**src/rtl/tetris_pkg.sv**
```systemverilog
// Shared types and constants for the Tetris piece-generation logic.
package tetris_pkg;

  typedef logic [2:0] piece_t;

  localparam int unsigned NUM_PIECES = 7;
  localparam logic [NUM_PIECES-1:0] BAG_FULL = 7'h7F;

  typedef enum logic {
    FILL,
    FULL
  } sched_state_t;

endpackage

```
**src/rtl/lfsr.sv**
```systemverilog
// 3-bit free-running entropy LFSR; XNOR feedback, period 7 over 0..6 from seed 001.
module lfsr (
  input  logic       clk,
  input  logic       reset,
  output logic [2:0] lfsr_o
);

  // XNOR taps lock up only at 111, which the seed never reaches.
  always_ff @(posedge clk or posedge reset) begin
    if (reset) lfsr_o <= 3'b001;
    else       lfsr_o <= {lfsr_o[1:0], ~(lfsr_o[2] ^ lfsr_o[1])};
  end

endmodule

```
**src/rtl/piece_queue.sv**
```systemverilog
// In-order shift FIFO of piece codes; entry 0 is the head, unused entries hold 0.
module piece_queue #(
  parameter int DEPTH = 3,
  parameter int PW    = 3
) (
  input  logic                clk,
  input  logic                reset,
  input  logic                clear,
  input  logic                push,
  input  logic                pop,
  input  logic [PW-1:0]       din,
  output logic [DEPTH*PW-1:0] contents,
  output logic [2:0]          count
);

  logic [PW-1:0] r_mem [DEPTH];
  logic [PW-1:0] w_next [DEPTH];
  logic [2:0]    r_count;
  logic [2:0]    w_tail;

  // Shift first, then drop the new piece at the post-shift tail so that
  // simultaneous push and pop keep ordering and occupancy.
  always_comb begin
    for (int unsigned i = 0; i < DEPTH; i++) w_next[i] = r_mem[i];
    if (pop) begin
      for (int unsigned i = 0; i + 1 < DEPTH; i++) w_next[i] = r_mem[i+1];
      w_next[DEPTH-1] = '0;
    end
    w_tail = pop ? r_count - 3'd1 : r_count;
    for (int unsigned i = 0; i < DEPTH; i++)
      if (push && 3'(i) == w_tail) w_next[i] = din;
  end

  always_ff @(posedge clk or posedge reset) begin
    if (reset) begin
      for (int unsigned i = 0; i < DEPTH; i++) r_mem[i] <= '0;
      r_count <= '0;
    end else if (clear) begin
      for (int unsigned i = 0; i < DEPTH; i++) r_mem[i] <= '0;
      r_count <= '0;
    end else begin
      for (int unsigned i = 0; i < DEPTH; i++) r_mem[i] <= w_next[i];
      r_count <= r_count + {2'b0, push} - {2'b0, pop};
    end
  end

  always_comb begin
    for (int unsigned i = 0; i < DEPTH; i++) contents[i*PW +: PW] = r_mem[i];
  end

  assign count = r_count;

endmodule

```
**src/rtl/piece_scheduler.sv**
```systemverilog
// 7-bag piece randomizer: rejects LFSR values already issued in the current bag
// and feeds accepted pieces into a preview queue drained by a valid/ready handshake.
module piece_scheduler
  import tetris_pkg::*;
#(
  parameter int DEPTH = 3,
  parameter int PW    = 3
) (
  input  logic                clk,
  input  logic                reset,
  input  logic                flush,
  input  logic                piece_ready,
  output logic                piece_valid,
  output logic [PW-1:0]       piece_o,
  output logic [DEPTH*PW-1:0] preview_o,
  output logic [2:0]          count_o,
  output logic                searching_o
);

  localparam logic [2:0] DEPTH_C = 3'(DEPTH);

  sched_state_t          r_state;
  logic [NUM_PIECES-1:0] r_bag;
  logic                  r_valid;

  piece_t                w_lfsr;
  logic                  w_pop;
  logic                  w_can_push;
  logic                  w_used;
  logic                  w_push;
  logic                  w_qpop;
  logic [7:0]            w_onehot;
  logic [NUM_PIECES-1:0] w_bag_set;
  logic [2:0]            w_count_nx;

  lfsr u_lfsr (
    .clk    (clk),
    .reset  (reset),
    .lfsr_o (w_lfsr)
  );

  piece_queue #(
    .DEPTH (DEPTH),
    .PW    (PW)
  ) u_queue (
    .clk      (clk),
    .reset    (reset),
    .clear    (flush),
    .push     (w_push),
    .pop      (w_qpop),
    .din      (PW'(w_lfsr)),
    .contents (preview_o),
    .count    (count_o)
  );

  // FULL only blocks the fill engine when nothing leaves the head this edge.
  always_comb begin
    w_pop      = r_valid & piece_ready;
    w_can_push = (r_state == FILL) | w_pop;
    w_onehot   = 8'd1 << w_lfsr;
    w_used     = |({1'b0, r_bag} & w_onehot);
    w_push     = w_can_push & ~w_used & ~flush;
    w_qpop     = w_pop & ~flush;
    w_bag_set  = r_bag | w_onehot[NUM_PIECES-1:0];
    w_count_nx = count_o + {2'b0, w_push} - {2'b0, w_qpop};
  end

  always_ff @(posedge clk or posedge reset) begin
    if (reset) begin
      r_state <= FILL;
      r_bag   <= '0;
      r_valid <= 1'b0;
    end else if (flush) begin
      r_state <= FILL;
      r_bag   <= '0;
      r_valid <= 1'b0;
    end else begin
      if (w_push) r_bag <= (w_bag_set == BAG_FULL) ? '0 : w_bag_set;
      r_valid <= (w_count_nx != 3'd0);
      r_state <= (w_count_nx == DEPTH_C) ? FULL : FILL;
    end
  end

  assign piece_valid = r_valid;
  assign piece_o     = preview_o[PW-1:0];
  assign searching_o = w_can_push & w_used;

endmodule
```
**config.mk**
```make
export PLATFORM = sky130hd
export DESIGN_NAME = piece_scheduler
export DESIGN_NICKNAME = d
export VERILOG_FILES = /design/src/rtl/tetris_pkg.sv /design/src/rtl/lfsr.sv /design/src/rtl/piece_queue.sv /design/src/rtl/piece_scheduler.sv
export SDC_FILE = /design/constraint.sdc
export NUM_CORES = 1
export LEC_CHECK = 0
export ABC_AREA = 1
export CAP_MARGIN = 20
export CORE_AREA = 2 2 68 70
export DETAILED_ROUTE_END_ITERATION = 10
export DIE_AREA = 0 0 70 72
export GPL_ROUTABILITY_DRIVEN = 0
export HOLD_SLACK_MARGIN = 0.12
export SLEW_MARGIN = 20
export SYNTH_ARGS = -nofsm -noshare
export SYNTH_HDL_FRONTEND = slang
export SYNTH_HIERARCHICAL = 1
export SYNTH_SLANG_ARGS = --single-unit
```
**constraint.sdc**
```tcl
create_clock -name clk -period 4 [get_ports clk]
set_input_delay 0.6 -clock clk [delete_from_list [all_inputs] [get_ports clk]]
set_output_delay 0.6 -clock clk [all_outputs]
set_load 0.005 [all_outputs]
```
== After elaboration in Yosys (flattened, before gate mapping) ==
Cells that the tools add are included.

* Bitwise logic cells: 13
* Reduce and logical (&&, ||, !) cells: 10
* Mux-type cells: 13
* Shifts and indexed selects: 1
* Equal/unequal tests: 4
* Add/subtract/negate cells: 3

{| class="wikitable"
|+ Operator list
! cell !! count
|-
| two-way mux 7 bit || 3
|-
| two-way mux 9 bit || 2
|-
| two-way mux 3 bit || 5
|-
| nonzero test 3 bit || 4
|-
| AND 7 x 8 -> 8 bit || 1
|-
| OR reduction 8 bit || 1
|-
| left shift 1 x 3 -> 8 bit, first input constant || 1
|-
| equality test 7 bit, second input constant || 1
|-
| OR 7 bit || 1
|-
| AND 1 bit || 5
|-
| NOT 1 bit || 4
|-
| adder 3 x 1 -> 3 bit || 1
|-
| equality test 1 x 3 -> 1 bit, first input constant || 1
|-
| equality test 2 x 3 -> 1 bit, first input constant || 1
|-
| equality test 3 x 2 -> 1 bit, second input constant || 1
|-
| logical AND 1 bit || 3
|-
| zero test 3 bit || 1
|-
| two-way mux 1 bit || 3
|-
| subtractor 3 x 1 -> 3 bit || 1
|-
| subtractor 3 x 1 -> 3 bit, second input constant || 1
|-
| nonzero test 2 bit || 1
|-
| OR 1 bit || 1
|-
| XOR 1 bit || 1
|}

* Input port bits: 4
* Register bits after elaboration: 24

== Longest topological paths before layout ==
Gate-level depths: netlist (run 1).

* Word-level depth: 11
* Mapped depth: 17

== By module ==
The synthesis (run 1) kept the hierarchy.

{| class="wikitable"
|+ By module, submodules not included
! module !! sequential area each (sq um) !! area each (sq um) !! cells an instance !! times used
|-
| piece_scheduler || 225.2 || 798.3 || 106 || 1
|-
| piece_queue || 300.3 || 748.2 || 94 || 1
|-
| lfsr || 76.3 || 98.8 || 9 || 1
|}

== Worst setup path after synthesis (run 1) ==
Ideal clock, no wire load.

* Path kind: flip-flop to flip-flop
* Start point: register u_lfsr.lfsr_o[0]
* End point: register r_valid (netlist: piece_valid)
* Cell stages (with the launch flop): 17
* Clock period less this slack: 2661 ps
* Data required time: 3880 ps
* Arrival time: 2541 ps
* Path slack: 1339 ps
* Cells stage by stage: dfstp_2 -> inv_2 -> nand4_2 -> nand2_2 -> nor2_4 -> nand3_4 -> nor2_8 -> inv_2 -> ha_1 -> inv_1 -> ha_1 -> inv_1 -> fa_1 -> xnor2_1 -> xnor2_1 -> o21ai_0 -> inv_1

* Longest elaborated chain between the ends: 10

{| class="wikitable"
|+ RTL lines
! item !! line !! RTL
|-
| from (decl) || lfsr.sv:5 || <nowiki>output logic [2:0] lfsr_o</nowiki>
|-
| from (signal assigned) || lfsr.sv:11 || <nowiki>else lfsr_o <= {lfsr_o[1:0], ~(lfsr_o[2] ^ lfsr_o[1])};</nowiki>
|-
| left shift 1 x 3 -> 8 bit || piece_scheduler.sv:60 || <nowiki>w_onehot = 8'd1 << w_lfsr;</nowiki>
|-
| AND 7 x 8 -> 8 bit || piece_scheduler.sv:61 || <nowiki>w_used = |({1'b0, r_bag} & w_onehot);</nowiki>
|-
| OR reduction 8 bit || piece_scheduler.sv:61 ||
|-
| NOT 1 bit || piece_scheduler.sv:62 || <nowiki>w_push = w_can_push & ~w_used & ~flush;</nowiki>
|-
| AND 1 bit (2 in a row) || piece_scheduler.sv:62 ||
|-
| named net w_push || piece_scheduler.sv:30 || <nowiki>logic w_push;</nowiki>
|-
| adder 3 x 1 -> 3 bit || piece_scheduler.sv:65 || <nowiki>w_count_nx = count_o + {2'b0, w_push} - {2'b0, w_qpop};</nowiki>
|-
| subtractor 3 x 1 -> 3 bit || piece_scheduler.sv:65 ||
|-
| nonzero test 3 bit || piece_scheduler.sv:79 || <nowiki>r_valid <= (w_count_nx != 3'd0);</nowiki>
|-
| two-way mux 1 bit || piece_scheduler.sv:73 || <nowiki>end else if (flush) begin</nowiki>
|-
| to (signal assigned) || piece_scheduler.sv:79 ||
|-
| to (decl) || piece_scheduler.sv:24 || <nowiki>logic r_valid;</nowiki>
|}

The timed path passes the listed nets, and every way through them passes these cells.
A chain may end at the register's enable or synchronous reset.

== Worst setup path in the final report (run 1) ==
* Start point: register u_lfsr.lfsr_o[2]
* End point: register r_valid (netlist: piece_valid)

The elaborated chain is that of the path after synthesis.

==> results.py, run 1 <==
metrics = {
    "status": {
        "run_status": "completed",
    },
    "grt": {
        "grtUsageTotal_pct": 13.45,
        "grt_remaining_overflow": 0,
        "grt_pass1_wl_um": 5540,
        "grt_antenna_before_repair": 0,
        "pin_count_of_the_biggest_net_entering_global_routing": 15,
        "first_global_vias": 1261,
    },
    "synth": {
        "synthTopCellsByArea": "sky130_fd_sc_hd__dfrtp_1 35%, sky130_fd_sc_hd__nand2_1 15%, sky130_fd_sc_hd__nand3_1 6.7%",
        "synth_enable_flop_cells": 0,
        "synth_commonest_cells": "66 x sky130_fd_sc_hd__nand2_1, 27 x sky130_fd_sc_hd__inv_1, 23 x sky130_fd_sc_hd__dfrtp_1",
        "synth_cell_types": 33,
        "synth_top_area_share_pct": 34.98,
        "synth_most_common_cell": "sky130_fd_sc_hd__nand2_1",
        "mappedNetlistArea_um2": 1645,
        "ys_seq_area_share_pct": 36.58,
        "ys.warnings.count": 6,
        "ys_dominant_reg_cell": "sky130_fd_sc_hd__dfrtp_1",
        "synth_cells": 209,
        "postSynthRegisterBits": 24,
        "average_instance_area_after_synthesis_um2": 7.872,
        "synth_largest_area_cell": "sky130_fd_sc_hd__dfrtp_1",
        "synth_fp_nets": 220,
        "share_of_flip_flops_with_an_asynchronous_set_or_reset_pct": 100.0,
    },
    "cells_and_area": {
        "layout.filler_cells": 422,
        "design.final.nets": 240,
        "drive_above_1_share_pct": 13.16,
        "fin_area_um2": 1937,
        "insertedDiodeCount": 0,
        "area_growth_pct": 17.72,
        "post_route_insts_no_fill": 280,
    },
    "cts": {
        "post_cts_resize_count": 0,
        "post_cts_clock_slew_at_the_launch_and_capture_registers_of_the_worst_setup_and_hold_paths_ps": 90,
        "cts_htree_levels": 1,
        "tritoncts.num_buffers": 3,
        "clock_tree.root_cell": "sky130_fd_sc_hd__clkbuf_8",
        "tritoncts": "done",
        "insertion_delay_ps": 260,
        "cts_hold_buf": 0,
        "cts.repair_timing.setup_buffer_count": 0,
        "clock_sinks": 24,
        "ctsLongestPathBuffers": 2,
    },
    "routing": {
        "antenna_violating_nets_post_route": 0,
        "route.final.wire_length_um": 3169,
        "routedWlPerCell_um": 11.32,
        "first_pass_iters": 4,
        "vias": 1328,
        "route.detailed.drc": 0,
        "drt_iter0_drc": 58,
        "avgViaCountPerCell": 4.743,
    },
    "floorplanning": {
        "die_width_um": 70,
        "floorplan.io_pins": 21,
        "die_height_um": 72,
        "floorplan.core_area_um2": 4264,
        "die_area_um2": 5040,
        "floorplan.rows": 24,
        "initial_utilization_pct": 38.59,
    },
    "worst_setup_path": {
        "worstPathCellList": "inv_4 > nand3_1 > nor2_1 > nor2_2 > nand3_4 > nor2_8 > inv_2 > ha_1 > inv_1 > ha_1 > inv_1 > fa_1 > xnor2_1 > xnor2_1 > o21ai_0 > inv_1",
        "endpoint_kind": "register",
        "crit_top_cell": "sky130_fd_sc_hd__inv_1",
        "timing.critical_path.slowest_cell_delay_ps": 670,
        "cpMaxStageDelayCell": "sky130_fd_sc_hd__dfrtp_1",
        "critical_path_rt_ps": 4150,
        "crit_path_start_kind": "register",
        "path_class": "reg -> reg",
        "critical_path_buffers_and_inverters": 5,
        "cp_arrival_ps": 3150,
        "path_max_fanout": 13,
        "crit_family": "adder cells",
    },
    "power": {
        "power.share.sequential_pct": 35.9,
        "p_sw_share_pct": 35.85,
        "pwr-share-clk_pct": 23.5,
        "net_sw_power_mw": 0.3177,
        "max-vdd-ir-drop_mv": 0.2965,
        "p_int_mw": 0.5686,
        "p_comb_share_pct": 40.6,
        "p_leak_nw": 0.9861,
        "p_per_area_nw_per_um2": 457.6,
        "final_total_power_mw": 0.8863,
    },
    "placed_design": {
        "port_buffers": 20,
        "placedCellCount": 276,
        "dp_hpwl_um": 2485,
        "placed_cell_areas_um2": 1866,
        "pre_cts_ws_ps": 753.8,
    },
    "sta": {
        "timing.slew.headroom_pct": 60.26,
        "finalCritPeriodShare_pct": 74.92,
        "report.final.setup_viol": 0,
        "period_minus_slack_ps": 2997,
        "rsz0062_at_grt": "no",
        "worstMarginPinSlew_ps": 593.9,
        "fin_skew_ps": 9.269,
        "fmax_ghz": 0.3337,
        "finalHoldViolations": 0,
        "slew_violations": 0,
        "setup_slack_ps": 1003,
        "tns_ps": 0,
    },
    "run": {
        "drv.max_cap_violation_count": 0,
    },
    "worst_hold_path": {
        "timing.hold.worst.class": "reg -> reg",
    },
}
==> power by group through the flow <==
stage | sequential, mW | combinational [mW] | clock (mW)
final | 0.318 | 0.360 | 0.208
after global routing | 0.325 | 0.409 | 0.228
after floorplan | 0.317 | 0.261 | 0
after detailed placement | 0.324 | 0.363 | 0
after global placement | 0.324 | 0.357 | 0
after CTS | 0.319 | 0.363 | 0.217
==> layout make-up <==
cell class	instances	area (um^2)	share of cell area, %
clock inverter	1	30.03	1.550
timing repair buffer	22	215.2	11.11
clock buffer	3	41.29	2.132
multi-input combinational	146	860.8	44.44
inverter	32	122.6	6.331
tap	52	65.06	3.359
sequential	24	601.8	31.07
==> registers in the layout, indices dropped and copies added (netlist names) <==
register          cells
r_state               1
u_queue/contents      9
piece_valid           1
u_queue/count         3
u_lfsr/lfsr_o         3
r_bag                 7
==> metrics by stage <==
step                hold slack, ps  utilization [%]
CTS                          507.4            45.42
global route                 516.4            45.42
detailed placement           493.6            43.75
floorplan                    352.9                -
global placement             493.7            43.75
finish                       503.6            45.42
==> per-layer routing <==
layer | up-vias | routed length, um | track usage [%]
met2 | 14 | 1510 | 22.43
met5 | - | 0 | 0
met1 | 612 | 1546 | 18.49
met3 | 2 | 87 | 1.667
met4 | 0 | 24 | 4.060
li1 | 700 | - | -
==> placed cells by master (no fill, tap or decap), types with 2 or more instances in the layout <==
master / count
sky130_fd_sc_hd__a21boi_1: 6
sky130_fd_sc_hd__a21oi_2: 2
sky130_fd_sc_hd__buf_4: 2
sky130_fd_sc_hd__clkbuf_8: 3
sky130_fd_sc_hd__clkdlybuf4s50_1: 20
sky130_fd_sc_hd__dfrtp_1: 23
sky130_fd_sc_hd__fa_1: 2
sky130_fd_sc_hd__ha_1: 5
sky130_fd_sc_hd__inv_1: 27
sky130_fd_sc_hd__inv_2: 4
sky130_fd_sc_hd__nand2_1: 66
sky130_fd_sc_hd__nand2_2: 3
sky130_fd_sc_hd__nand3_1: 22
sky130_fd_sc_hd__nand3_4: 3
sky130_fd_sc_hd__nand4_1: 9
sky130_fd_sc_hd__nor2_1: 8
sky130_fd_sc_hd__nor2_2: 3
sky130_fd_sc_hd__nor2_4: 2
sky130_fd_sc_hd__xnor2_1: 3
==> final timing paths <==
| check | from | to | slack [ps] | cells past startpoint |
|---|---|---|---|---|
| worst max-delay path | u_lfsr/lfsr_o[2] | piece_valid | 1000 | 16 |
| worst min-delay path | u_lfsr/lfsr_o[0] | u_lfsr/lfsr_o[1] | 500 | 0 |
| worst max register to register | u_lfsr/lfsr_o[2] | piece_valid | 1000 | 16 |
| worst min register to register | u_lfsr/lfsr_o[0] | u_lfsr/lfsr_o[1] | 500 | 0 |
| max in group asynchronous | reset | u_queue/count[1] | 2980 | 2 |
| min in group asynchronous | reset | u_lfsr/lfsr_o[2] | 550 | 2 |
==> cells by family after synthesis <==
group | after synthesis | synth area share, %
buffers and inverters | 39 | 11.10
and+or+nand+nor | 121 | 37.11
xor gates and xnor gates | 4 | 2.130
AOI/OAI and AO/OA | 14 | 6.844
adders and majority gates | 7 | 6.236
DFF | 24 | 36.58
Power figures use the tool's default switching activity.
==> inputs of run 2 (changes only) <==
==> constraint.sdc (replaced) <==
create_clock -name clk -period 2.55 [get_ports clk]
set_input_delay 0.3825 -clock clk [delete_from_list [all_inputs] [get_ports clk]]
set_output_delay 0.3825 -clock clk [all_outputs]
set_load 0.005 [all_outputs]
==> run 2 against run 1 <==
Compared with the run above:
- setup slack worse by 980 ps
- final area increased by 7.9%
- first-iteration DRC count rose by 52%
- critical path depth stayed put
- cell count rose by 3.9%
- power increased by 68%
- sequential share of layout area decreased by 2.2 points
- clock power up 63%
- non-clock buffer count is 11 higher
- largest power group unchanged
- highest routed layer unchanged
==> results.py, run 2 (synthesized netlist as in run 1, its figures left out) <==
metrics = {
    "status": {
        "run_status": "completed",
    },
    "cts": {
        "cts_htree_levels": 1,
        "ctsLongestPathBuffers": 2,
        "post_cts_clock_slew_at_the_launch_and_capture_registers_of_the_worst_setup_and_hold_paths_ps": 90,
        "cts_hold_buf": 0,
        "cts.repair_timing.setup_buffer_count": 0,
        "clock_sinks": 24,
        "clock_tree.root_cell": "sky130_fd_sc_hd__clkbuf_8",
        "tritoncts": "done",
        "insertion_delay_ps": 270,
        "tritoncts.num_buffers": 3,
    },
    "sta": {
        "timing.slew.headroom_pct": 61.81,
        "worstMarginPinSlew_ps": 570.7,
        "report.final.setup_viol": 0,
        "slew_violations": 0,
        "fin_skew_ps": 4.116,
        "fmax_ghz": 0.3954,
        "tns_ps": 0,
        "setup_slack_ps": 20.78,
        "finalHoldViolations": 0,
        "period_minus_slack_ps": 2529,
        "finalCritPeriodShare_pct": 99.19,
        "rsz0062_at_grt": "yes",
    },
    "routing": {
        "first_pass_iters": 4,
        "route.final.wire_length_um": 3401,
        "route.detailed.drc": 0,
        "drt_iter0_drc": 88,
        "avgViaCountPerCell": 4.763,
        "vias": 1386,
        "antenna_violating_nets_post_route": 0,
        "routedWlPerCell_um": 11.69,
    },
    "worst_setup_path": {
        "crit_path_start_kind": "register",
        "endpoint_kind": "register",
        "critical_path_buffers_and_inverters": 5,
        "worstPathCellList": "inv_2 > nand4_1 > nand2_2 > nor2_4 > nand3_4 > nor2_8 > inv_2 > ha_4 > inv_2 > ha_4 > inv_2 > fa_2 > xnor2_2 > xnor2_2 > o21ai_1 > inv_1",
        "critical_path_rt_ps": 2720,
        "cpMaxStageDelayCell": "sky130_fd_sc_hd__dfstp_2",
        "crit_top_cell": "sky130_fd_sc_hd__inv_2",
        "path_max_fanout": 4,
        "crit_family": "adder cells",
        "cp_arrival_ps": 2700,
        "path_class": "reg -> reg",
        "timing.critical_path.slowest_cell_delay_ps": 600,
    },
    "floorplanning": {
        "die_height_um": 72,
        "floorplan.io_pins": 21,
        "floorplan.rows": 24,
        "initial_utilization_pct": 38.59,
        "floorplan.core_area_um2": 4264,
        "die_width_um": 70,
        "die_area_um2": 5040,
    },
    "cells_and_area": {
        "insertedDiodeCount": 0,
        "seq_area_um2": 603.1,
        "final_cell_utilization_of_the_core_pct": 49.00,
        "layout.filler_cells": 432,
        "drive_above_1_share_pct": 21.76,
        "largest_register_ffs": 9,
        "layout.cells.most_common": "sky130_fd_sc_hd__nand2_1",
        "area_growth_pct": 27.00,
        "multi_input_comb_area_um2": 925.9,
        "design.final.nets": 251,
        "mostFrequentLayoutCells": "66 x sky130_fd_sc_hd__nand2_1, 25 x sky130_fd_sc_hd__inv_1, 22 x sky130_fd_sc_hd__dfrtp_1",
    },
    "placed_design": {
        "pre_cts_ws_ps": -215.4,
        "port_buffers": 20,
        "dp_hpwl_um": 2629,
    },
    "power": {
        "p_per_area_nw_per_um2": 710.7,
        "max-vdd-ir-drop_mv": 0.6008,
        "p_leak_nw": 1.053,
        "final_total_power_mw": 1.485,
    },
    "grt": {
        "first_global_vias": 1348,
        "grt_antenna_before_repair": 0,
        "grtUsageTotal_pct": 14.64,
        "pin_count_of_the_biggest_net_entering_global_routing": 15,
        "grt_remaining_overflow": 0,
        "grt_pass1_wl_um": 5906,
    },
    "run": {
        "drv.max_cap_violation_count": 0,
    },
    "worst_hold_path": {
        "timing.hold.worst.class": "in -> async",
    },
}
==> run 2: cell count changes in the layout (fill, tap and decap cells not counted), sizes merged <==
cell / previous run / this run
buf: 2 / 13
==> run 2: metal layers <==
| metal | GRT usage [%] | wire [um] |
|---|---|---|
| met1 | 19.26 | 1638 |
| met2 | 24.76 | 1649 |
| met3 | 2.222 | 83 |
| met4 | 5.128 | 29 |
| met5 | 0 | 0 |
==> run 2: worst reg2reg max path, delay by kind of cell (launching register included) <==
kind            cells  cell delay (ps)
fa+ha+maj           3              650
flops               1              600
xor+xnor            2              300
buf+inv             5              250
simple gates        5              510
compound gates      1              120
==> run 2: stage by stage <==
stage	cell area [um^2]	hold slack, ps	std cells
2_1_floorplan	1653	135.4	209
3_3_place_gp	1956	494.6	287
3_5_place_dp	1956	494.4	287
4_1_cts	2064	328.9	291
5_1_grt	2090	344.4	291
6_report	2090	336.2	291
==> run 2: final timing paths <==
path	cells after the start	slack (ps)	startpoint	endpoint
setup / recovery	16	20	u_lfsr/lfsr_o[0]	piece_valid
hold / removal	2	340	reset	u_lfsr/lfsr_o[1]
setup reg to reg	16	20	u_lfsr/lfsr_o[0]	piece_valid
hold reg to reg	2	510	r_bag[1]	r_bag[1]
max in group asynchronous	2	1750	reset	u_queue/count[0]
min in group clk	2	510	r_bag[1]	r_bag[1]
==> run 2: layout make-up <==
type                       count  share of cell area (%)
timing repair buffer          33                   14.43
multi-input combinational    146                   44.31
clock buffer                   3                   1.976
clock inverter                 1                   1.437
tap                           52                   3.114
sequential                    24                   28.86
inverter                      32                   5.868
==> run 2: power by group <==
part	internal [mW]	leakage [nW]	total [mW]	switching, mW
Sequential	0.433	0.322	0.505	0.0714
Combinational	0.306	0.696	0.641	0.335
Clock	0.210	0.0357	0.340	0.130
Total	0.949	1.05	1.49	0.536
==> run 2: what timing repair did <==
item / CTS / global route
hold endpoints to repair: 0 / 0
resized for setup: 8 / 5
pin swaps: 9 / 6
cloned: 0 / 0
endpoints found under the setup margin: 2 / 7
==> inputs of run 3 (changes only) <==
--- a/config.mk
+++ b/config.mk
@@ -8,6 +8,7 @@
 export ABC_AREA = 1
 export CAP_MARGIN = 20
 export CORE_AREA = 2 2 68 70
+export CTS_CLUSTER_DIAMETER = 150
 export DETAILED_ROUTE_END_ITERATION = 10
 export DIE_AREA = 0 0 70 72
 export GPL_ROUTABILITY_DRIVEN = 0
==> results of run 3 <==
The final DEF is identical to that of run 2; final timing and power are the same.
